**src/rtl/toggle_line_decoder.sv**
```systemverilog
// Recovers T-flip-flop encoded bits from an async line and frames them into words.
// Optional even-parity bit when TOGGLE_DEC_PARITY_EN is defined.
module toggle_line_decoder #(
  parameter int DATA_W = 8,
  parameter int CNT_W  = 16
) (
  input  logic              clk,
  input  logic              rst_n,
  input  logic              sample_en,
  input  logic              line_in,
  output logic [DATA_W-1:0] word_data,
  output logic              word_valid,
  input  logic              word_ready,
  output logic              busy,
  output logic              frame_err,
  output logic              parity_err,
  output logic              overrun,
  output logic [CNT_W-1:0]  toggle_count
);

  localparam int IDX_W = (DATA_W > 1) ? $clog2(DATA_W) : 1;

  typedef enum logic [1:0] {IDLE, DATA, PARITY, STOP} state_t;

  state_t             state_q, state_d;
  logic               sync1_q, line_s;
  logic               prev_q, prev_vld_q;
  logic [IDX_W-1:0]   idx_q;
  logic [DATA_W-1:0]  shift_q;
  logic               bit_vld, t;
  logic               commit, frame_bad;
`ifdef TOGGLE_DEC_PARITY_EN
  logic               par_q, par_bad, par_mis;
  assign par_mis = ^{shift_q, par_q};
`endif

  assign bit_vld = sample_en & prev_vld_q;
  assign t       = line_s ^ prev_q;
  assign busy    = (state_q != IDLE);

  always_ff @(posedge clk or negedge rst_n) begin
    if (!rst_n) begin
      sync1_q    <= 1'b0;
      line_s     <= 1'b0;
      prev_q     <= 1'b0;
      prev_vld_q <= 1'b0;
    end else begin
      sync1_q <= line_in;
      line_s  <= sync1_q;
      if (sample_en) begin
        prev_q     <= line_s;
        prev_vld_q <= 1'b1;
      end
    end
  end

  always_ff @(posedge clk or negedge rst_n) begin
    if (!rst_n) state_q <= IDLE;
    else        state_q <= state_d;
  end

  always_comb begin
    state_d   = state_q;
    commit    = 1'b0;
    frame_bad = 1'b0;
`ifdef TOGGLE_DEC_PARITY_EN
    par_bad   = 1'b0;
`endif
    if (bit_vld) begin
      case (state_q)
        IDLE:   if (t) state_d = DATA;
        DATA: begin
          if (idx_q == IDX_W'(DATA_W - 1)) begin
`ifdef TOGGLE_DEC_PARITY_EN
            state_d = PARITY;
`else
            state_d = STOP;
`endif
          end
        end
        PARITY: state_d = STOP;
        STOP: begin
          state_d = IDLE;
          // A bad stop bit masks any parity result.
          if (t) frame_bad = 1'b1;
`ifdef TOGGLE_DEC_PARITY_EN
          else if (par_mis) par_bad = 1'b1;
`endif
          else commit = 1'b1;
        end
        default: state_d = IDLE;
      endcase
    end
  end

  always_ff @(posedge clk or negedge rst_n) begin
    if (!rst_n) begin
      idx_q        <= '0;
      shift_q      <= '0;
      toggle_count <= '0;
      frame_err    <= 1'b0;
    end else begin
      frame_err <= frame_bad;
      if (bit_vld && t) toggle_count <= toggle_count + CNT_W'(1);
      if (bit_vld) begin
        case (state_q)
          IDLE: if (t) begin
            idx_q   <= '0;
            shift_q <= '0;
          end
          DATA: begin
            shift_q[idx_q] <= t;
            idx_q          <= idx_q + IDX_W'(1);
          end
          default: ;
        endcase
      end
    end
  end

`ifdef TOGGLE_DEC_PARITY_EN
  always_ff @(posedge clk or negedge rst_n) begin
    if (!rst_n) begin
      par_q      <= 1'b0;
      parity_err <= 1'b0;
    end else begin
      parity_err <= par_bad;
      if (bit_vld && state_q == PARITY) par_q <= t;
    end
  end
`else
  assign parity_err = 1'b0;
`endif

  // A same-cycle handshake frees the buffer for the incoming word.
  always_ff @(posedge clk or negedge rst_n) begin
    if (!rst_n) begin
      word_data  <= '0;
      word_valid <= 1'b0;
      overrun    <= 1'b0;
    end else if (commit && (!word_valid || word_ready)) begin
      word_data  <= shift_q;
      word_valid <= 1'b1;
    end else begin
      if (commit) overrun <= 1'b1;
      if (word_valid && word_ready) word_valid <= 1'b0;
    end
  end

endmodule
```
**config.mk**
```make
export PLATFORM = sky130hd
export DESIGN_NAME = toggle_line_decoder
export DESIGN_NICKNAME = d
export VERILOG_FILES = /design/src/rtl/toggle_line_decoder.sv
export SDC_FILE = /design/constraint.sdc
export NUM_CORES = 1
export LEC_CHECK = 0
export ABC_AREA = 1
export CAP_MARGIN = 10
export CORE_UTILIZATION = 54
export CTS_CLUSTER_SIZE = 40
export DETAILED_ROUTE_END_ITERATION = 16
export PLACE_DENSITY = 0.8
export SLEW_MARGIN = 40
export SYNTH_ARGS = -nofsm -noshare
export SYNTH_HDL_FRONTEND = slang
export SYNTH_SLANG_ARGS = --single-unit
```
**constraint.sdc**
```tcl
create_clock -name clk -period 1.66 [get_ports clk]
set_input_delay 0.332 -clock clk [delete_from_list [all_inputs] [get_ports clk]]
set_output_delay 0.332 -clock clk [all_outputs]
set_load 0.03 [all_outputs]
```
# --- Word-level counts from Yosys, hierarchy flattened ---
# Cells that the tools add are included.
totals:
  register_bits: 44
  out_inout_bits: 29
  elab_cells: 56
classes:
  eq_ne: 6
  addsub: 2
  bitwise: 3
  magnitude_cmp: 2
  n_mux: 18
  n_reduce_logical: 13
op_table:
  columns: ["op", "n"]
  rows:
  - ["$add A16 B1 Y16 const B", 1]
  - ["$pmux W8 S2", 1]
  - ["$mux W1", 9]
  - ["$bwmux W8", 1]
  - ["$mux W8", 1]
  - ["$pmux W2 S4", 1]
  - ["$pmux W3 S2", 1]
  - ["$reduce_and A3 Y1", 2]
  - ["$reduce_bool A2 Y1", 3]
  - ["$eq A2 B2 Y1 const B", 2]
  - ["$logic_and A1 B1 Y1", 4]
  - ["$lt A3 B4 Y1 const B", 1]
  - ["$mux W2", 2]
  - ["$ne A2 B2 Y1 const B", 2]
  - ["$add A3 B1 Y3 const B", 1]
  - ["$demux W1 S3", 1]
  - ["$eq A3 B3 Y1 const B", 1]
  - ["$ge A3 B1 Y1 const B", 1]
  - ["$mux W3", 1]
  - ["$eq A2 B1 Y1 const B", 1]
  - ["$logic_not A2 Y1", 1]
  - ["$reduce_and A2 Y1", 1]
  - ["$and A1 B1 Y1", 1]
  - ["$logic_not A1 Y1", 1]
  - ["other kinds (3)", 3]

# --- Longest topological paths before layout ---
# Gate-level depths: netlist (run 1).
depth:
  word_depth: 7
  mapped_depth: 9
  ltp_nobuf: 9

# --- Worst setup path after synthesis (run 1) ---
# Ideal clock, no wire load.
synth_path:
  kind: "register to register"
  start: "register state_q[0]"
  end: "register idx_q[0]"
  path_buffers: 0
  setup_ps: 118
  synth_period_minus_slack_ps: 1430
  arrival_time_ps: 1312
  setup_slack_ps: 230
  path_stages_with_launch: 9
  required_ps: 1542
  path_cell_list: "dfrtp_1 > inv_1 > ha_1 > inv_1 > nand2_1 > nand2_1 > nand2_1 > nand2_1 > nand2_1"
synth_between:
  elab_chain_cells: 3
  word_cells_on_any_way: 6
  cone_classes: "2 x eq/ne; 1 x mux; 3 x reduce/logical"
synth_lines:
  columns: ["item", "line_no", "source"]
  rows:
  - ["start: declaration", "25", "state_t state_q, state_d;"]
  - ["start signal: assignment", "59", "else state_q <= state_d;"]
  - ["$eq A2 B1 Y1 or $logic_not A2 Y1 (tied branches)", "106", "case (state_q)"]
  - ["$reduce_bool A2 Y1 (no line) or $ne A2 B2 Y1 (tied branches)", null, null]
  - ["$reduce_and A3 Y1 (no line)", null, null]
  - ["end signal: assignment", "113", "idx_q <= idx_q + IDX_W'(1);"]
  - ["end: declaration", "28", "logic [IDX_W-1:0] idx_q;"]
# Several ways; a longest one is shown, not always the timed one.
# A chain may end at the register's enable or synchronous reset.

# --- Worst setup path in the final report (run 1) ---
layout_path:
  start: "register state_q[1]"
  end: "output busy"
layout_between:
  elab_chain_cells: 1
layout_lines:
  columns: ["item", "line_no", "source"]
  rows:
  - ["$reduce_bool A2 Y1", "39", "assign busy = (state_q != IDLE);"]
  - ["end: declaration", "14", "output logic busy,"]
# Every way passes these cells.

==> results of run 1 <==
-- area by class of cell --
class                   instances  area, um^2
fillers                       334        1172
flip-flops and latches         44        1101
multi-input cells             202        1002
repair buffers                 47       445.4
inverters                      33       123.9
clock buffers                   5       68.82
well taps                      50       62.56
clock inverters                 3       23.77
-- stage by stage --
stage	utilization (%)	cells	instance area, um^2
6_report	70.69	384	2828
4_1_cts	69.63	381	2785
2_1_floorplan	-	285	2262
3_3_place_gp	67.69	372	2708
3_5_place_dp	67.69	372	2708
5_1_grt	70.69	384	2828
-- state kept, by name, indices dropped and copies added (netlist names) --
name          cells
frame_err         1
prev_q            1
overrun           1
toggle_count     16
sync1_q           1
idx_q             3
line_s            1
state_q           2
prev_vld_q        1
shift_q           8
word_data         8
word_valid        1
-- layer usage --
| metal | vias to the layer above | global-route usage [%] | share of wire (%) |
|---|---|---|---|
| met5 | - | 0 | 0 |
| met4 | 0 | 8.245 | 1.5 |
| met3 | 6 | 5.651 | 4.3 |
| met2 | 47 | 37.88 | 48 |
| met1 | 881 | 32.45 | 46 |
| li1 | 994 | - | - |
-- cell families after synthesis --
kind of cell,Yosys count,synth area share [%]
compound gates,5,1.217
xor+xnor,3,1.162
fa+ha+maj,6,3.318
buf+inv,39,7.135
flops,44,48.67
other cells,1,0.1658
simple gates,187,38.33
-- how the worst min path moves through the flow --
| stage | startpoint | end | slack [ns] |
|---|---|---|---|
| after floorplan | rst_n | frame_err$_DFF_PN0_ | 0.04 |
| after global placement | rst_n | word_data[3]$_DFFE_PN0P_ | 0.32 |
| after detailed placement | rst_n | word_data[3]$_DFFE_PN0P_ | 0.33 |
| after CTS | sync1_q$_DFF_PN0_ | line_s$_DFF_PN0_ | 0.38 |
| after global routing | sync1_q$_DFF_PN0_ | line_s$_DFF_PN0_ | 0.38 |
| final | sync1_q$_DFF_PN0_ | line_s$_DFF_PN0_ | 0.37 |
-- layout by cell type, fill, tap and decap left out, types with 2 or more instances in the layout --
cell type          n
nand2_2            2
nor2_4             6
clkdlybuf4s50_1    3
nand2_1          117
clkbuf_8           5
inv_2              2
nor2_1            12
nand3b_1           3
clkinvlp_4         2
o21ai_0            3
buf_4             13
buf_12             2
xnor2_1            2
dfrtp_1           44
dlygate4sd2_1     20
ha_1               5
dlymetal6s2s_1     7
inv_1             30
nand3_1           26
nand4_1           14
or2_2              2
-- where the power goes --
part | switching (mW) | total [mW] | internal, mW
combinational | 1.11 | 1.74 | 0.632
clock | 0.387 | 0.685 | 0.298
sequential | 0.192 | 1.52 | 1.33
-- critical path, delay by kind of cell, from the launching register on --
family | cells | cell delay (ns)
fa+ha+maj | 1 | 0.19
flops | 1 | 0.41
buf+inv | 3 | 0.32
-- what timing repair did --
action,CTS,global route
resized for setup,20,8
pin swaps,0,0
endpoints found under the hold margin,15,0
hold buffers,1,0
cloned,0,0
endpoints found under the setup margin,20,9
setup buffers,0,3
==> impl_metrics.env, run 1 <==
export IMPL_yosysSeqAreaShare_pct=48.67
export IMPL_die_x_um=66.73
export IMPL_crit_fanout=3
export IMPL_cp_required_ns=1.33
export IMPL_std_cell_rows=23
export IMPL_synth_seq_cells=44
export IMPL_vdd_ir_drop_worst_uv=1048
export IMPL_finalCritPeriodShare_pct=93.90
export IMPL_worstSkewPairLatency_ns=0.30
export IMPL_synth_area_per_cell_um2=7.937
export IMPL_outcome="finished clean"
export IMPL_r2r_end="idx_q[2]$_DFFE_PN0P_"
export IMPL_crit_chain="inv_1 > ha_2 > inv_1 > buf_4"
export IMPL_fin_setup_tns_ns=0
export IMPL_cp_start_kind="register"
export IMPL_yosysTopAreaCell="dfrtp_1"
export IMPL_ys_top_cells_by_count="117 x nand2_1, 44 x dfrtp_1, 30 x inv_1"
export IMPL_timing_final_hold_violations=0
export IMPL_synth_distinct_cells=26
export IMPL_antenna_found_initial=0
export IMPL_yosysTopAreaCellShare_pct=48.67
export IMPL_dpl_hpwl_um=3273
export IMPL_end_kind="output port"
export IMPL_area_growth_pct=25.00
export IMPL_synth_area_leaders="dfrtp_1 49%, nand2_1 19%, nand3_1 5.8%"
export IMPL_cts_clk_slew_worst_paths_ns=0.08
export IMPL_drc_errors=0
export IMPL_vias=1928
export IMPL_die_area_um2=4452
export IMPL_pwr_density_cell_nw_per_um2=1396
export IMPL_grt_ovfl_total=0
export IMPL_coreArea_um2=4000
export IMPL_cpMostUsedCell="inv_1"
export IMPL_grt_max_degree=45
export IMPL_num_antenna_cells=0
export IMPL_path_class="register to output port"
export IMPL_p_total_mw=3.947
export IMPL_startpoint="state_q[1]$_DFFE_PN0P_"
export IMPL_port_buffers=32
export IMPL_synth_ff_type="dfrtp_1"
export IMPL_wire_per_inst_um=11.73
export IMPL_setup_slack_ns=0.1013
export IMPL_drtIter0Drc=132
export IMPL_skew_ns=0.005018
export IMPL_numCtsBuffers=5
export IMPL_drive_gt1_share_pct=12.28
export IMPL_boundaryPins=34
export IMPL_synthCells=285
export IMPL_maxCapViolCount=0
export IMPL_async_flop_share_pct=100.0
export IMPL_grt_pass1_wl_um=7914
export IMPL_die_y_um=66.73
export IMPL_cts_sinks=44
export IMPL_gp_congestion=0.7951
export IMPL_crit_slowest_cell="dfrtp_1"
export IMPL_rr_worst_depth=7
export IMPL_avgViaCountPerCell=5.021
export IMPL_dr_pass1_iters=4
export IMPL_crit_arrival_ns=1.23
export IMPL_max_stage_delay_ns=0.41
export IMPL_ys_warn_count=0
export IMPL_synth_nets=296
export IMPL_netlist_area_um2=2262
export IMPL_post_place_ws_ns=-0.05247
export IMPL_p_leak_nw=1.641
export IMPL_yosysMostFrequentCell="nand2_1"
export IMPL_grtUsageTotal_pct=24.09
export IMPL_final_nets=344
export IMPL_rsz0062_at_grt="false"
export IMPL_cp_endpoint="busy"
export IMPL_ant_nets=0
export IMPL_initial_core_util_pct=56.55
export IMPL_fin_crit_ns=1.559
export IMPL_clockBufferDepth=2
export IMPL_cts_root_buffer="clkbuf_8"
export IMPL_fin_hold_ws_ns=0.3733
export IMPL_cts_htree_levels=2
export IMPL_r2r_start="state_q[0]$_DFFE_PN0P_"
export IMPL_setup_violations=0
export IMPL_grt_pass1_vias=1758
export IMPL_synth_edf_count=0
export IMPL_min_path_type="register to register"
export IMPL_min_path_cells=0
export IMPL_fmaxAchievable_mhz=641.6
export IMPL_r2r_slack_ns=0.23
export IMPL_cts_tree="built"
export IMPL_wirelength_um=4504
export IMPL_finalMaxSlewViolations=0
No activity file was read; power rests on OpenSTA's default activity.
==> inputs of run 2 (changes only) <==
--- a/config.mk
+++ b/config.mk
@@ -6,7 +6,7 @@
 export NUM_CORES = 1
 export LEC_CHECK = 0
 export ABC_AREA = 1
-export CAP_MARGIN = 10
+export CAP_MARGIN = 20
 export CORE_UTILIZATION = 54
 export CTS_CLUSTER_SIZE = 40
 export DETAILED_ROUTE_END_ITERATION = 16
==> results of run 2 <==
No change in the layout: final DEF, timing and power equal those of run 1.
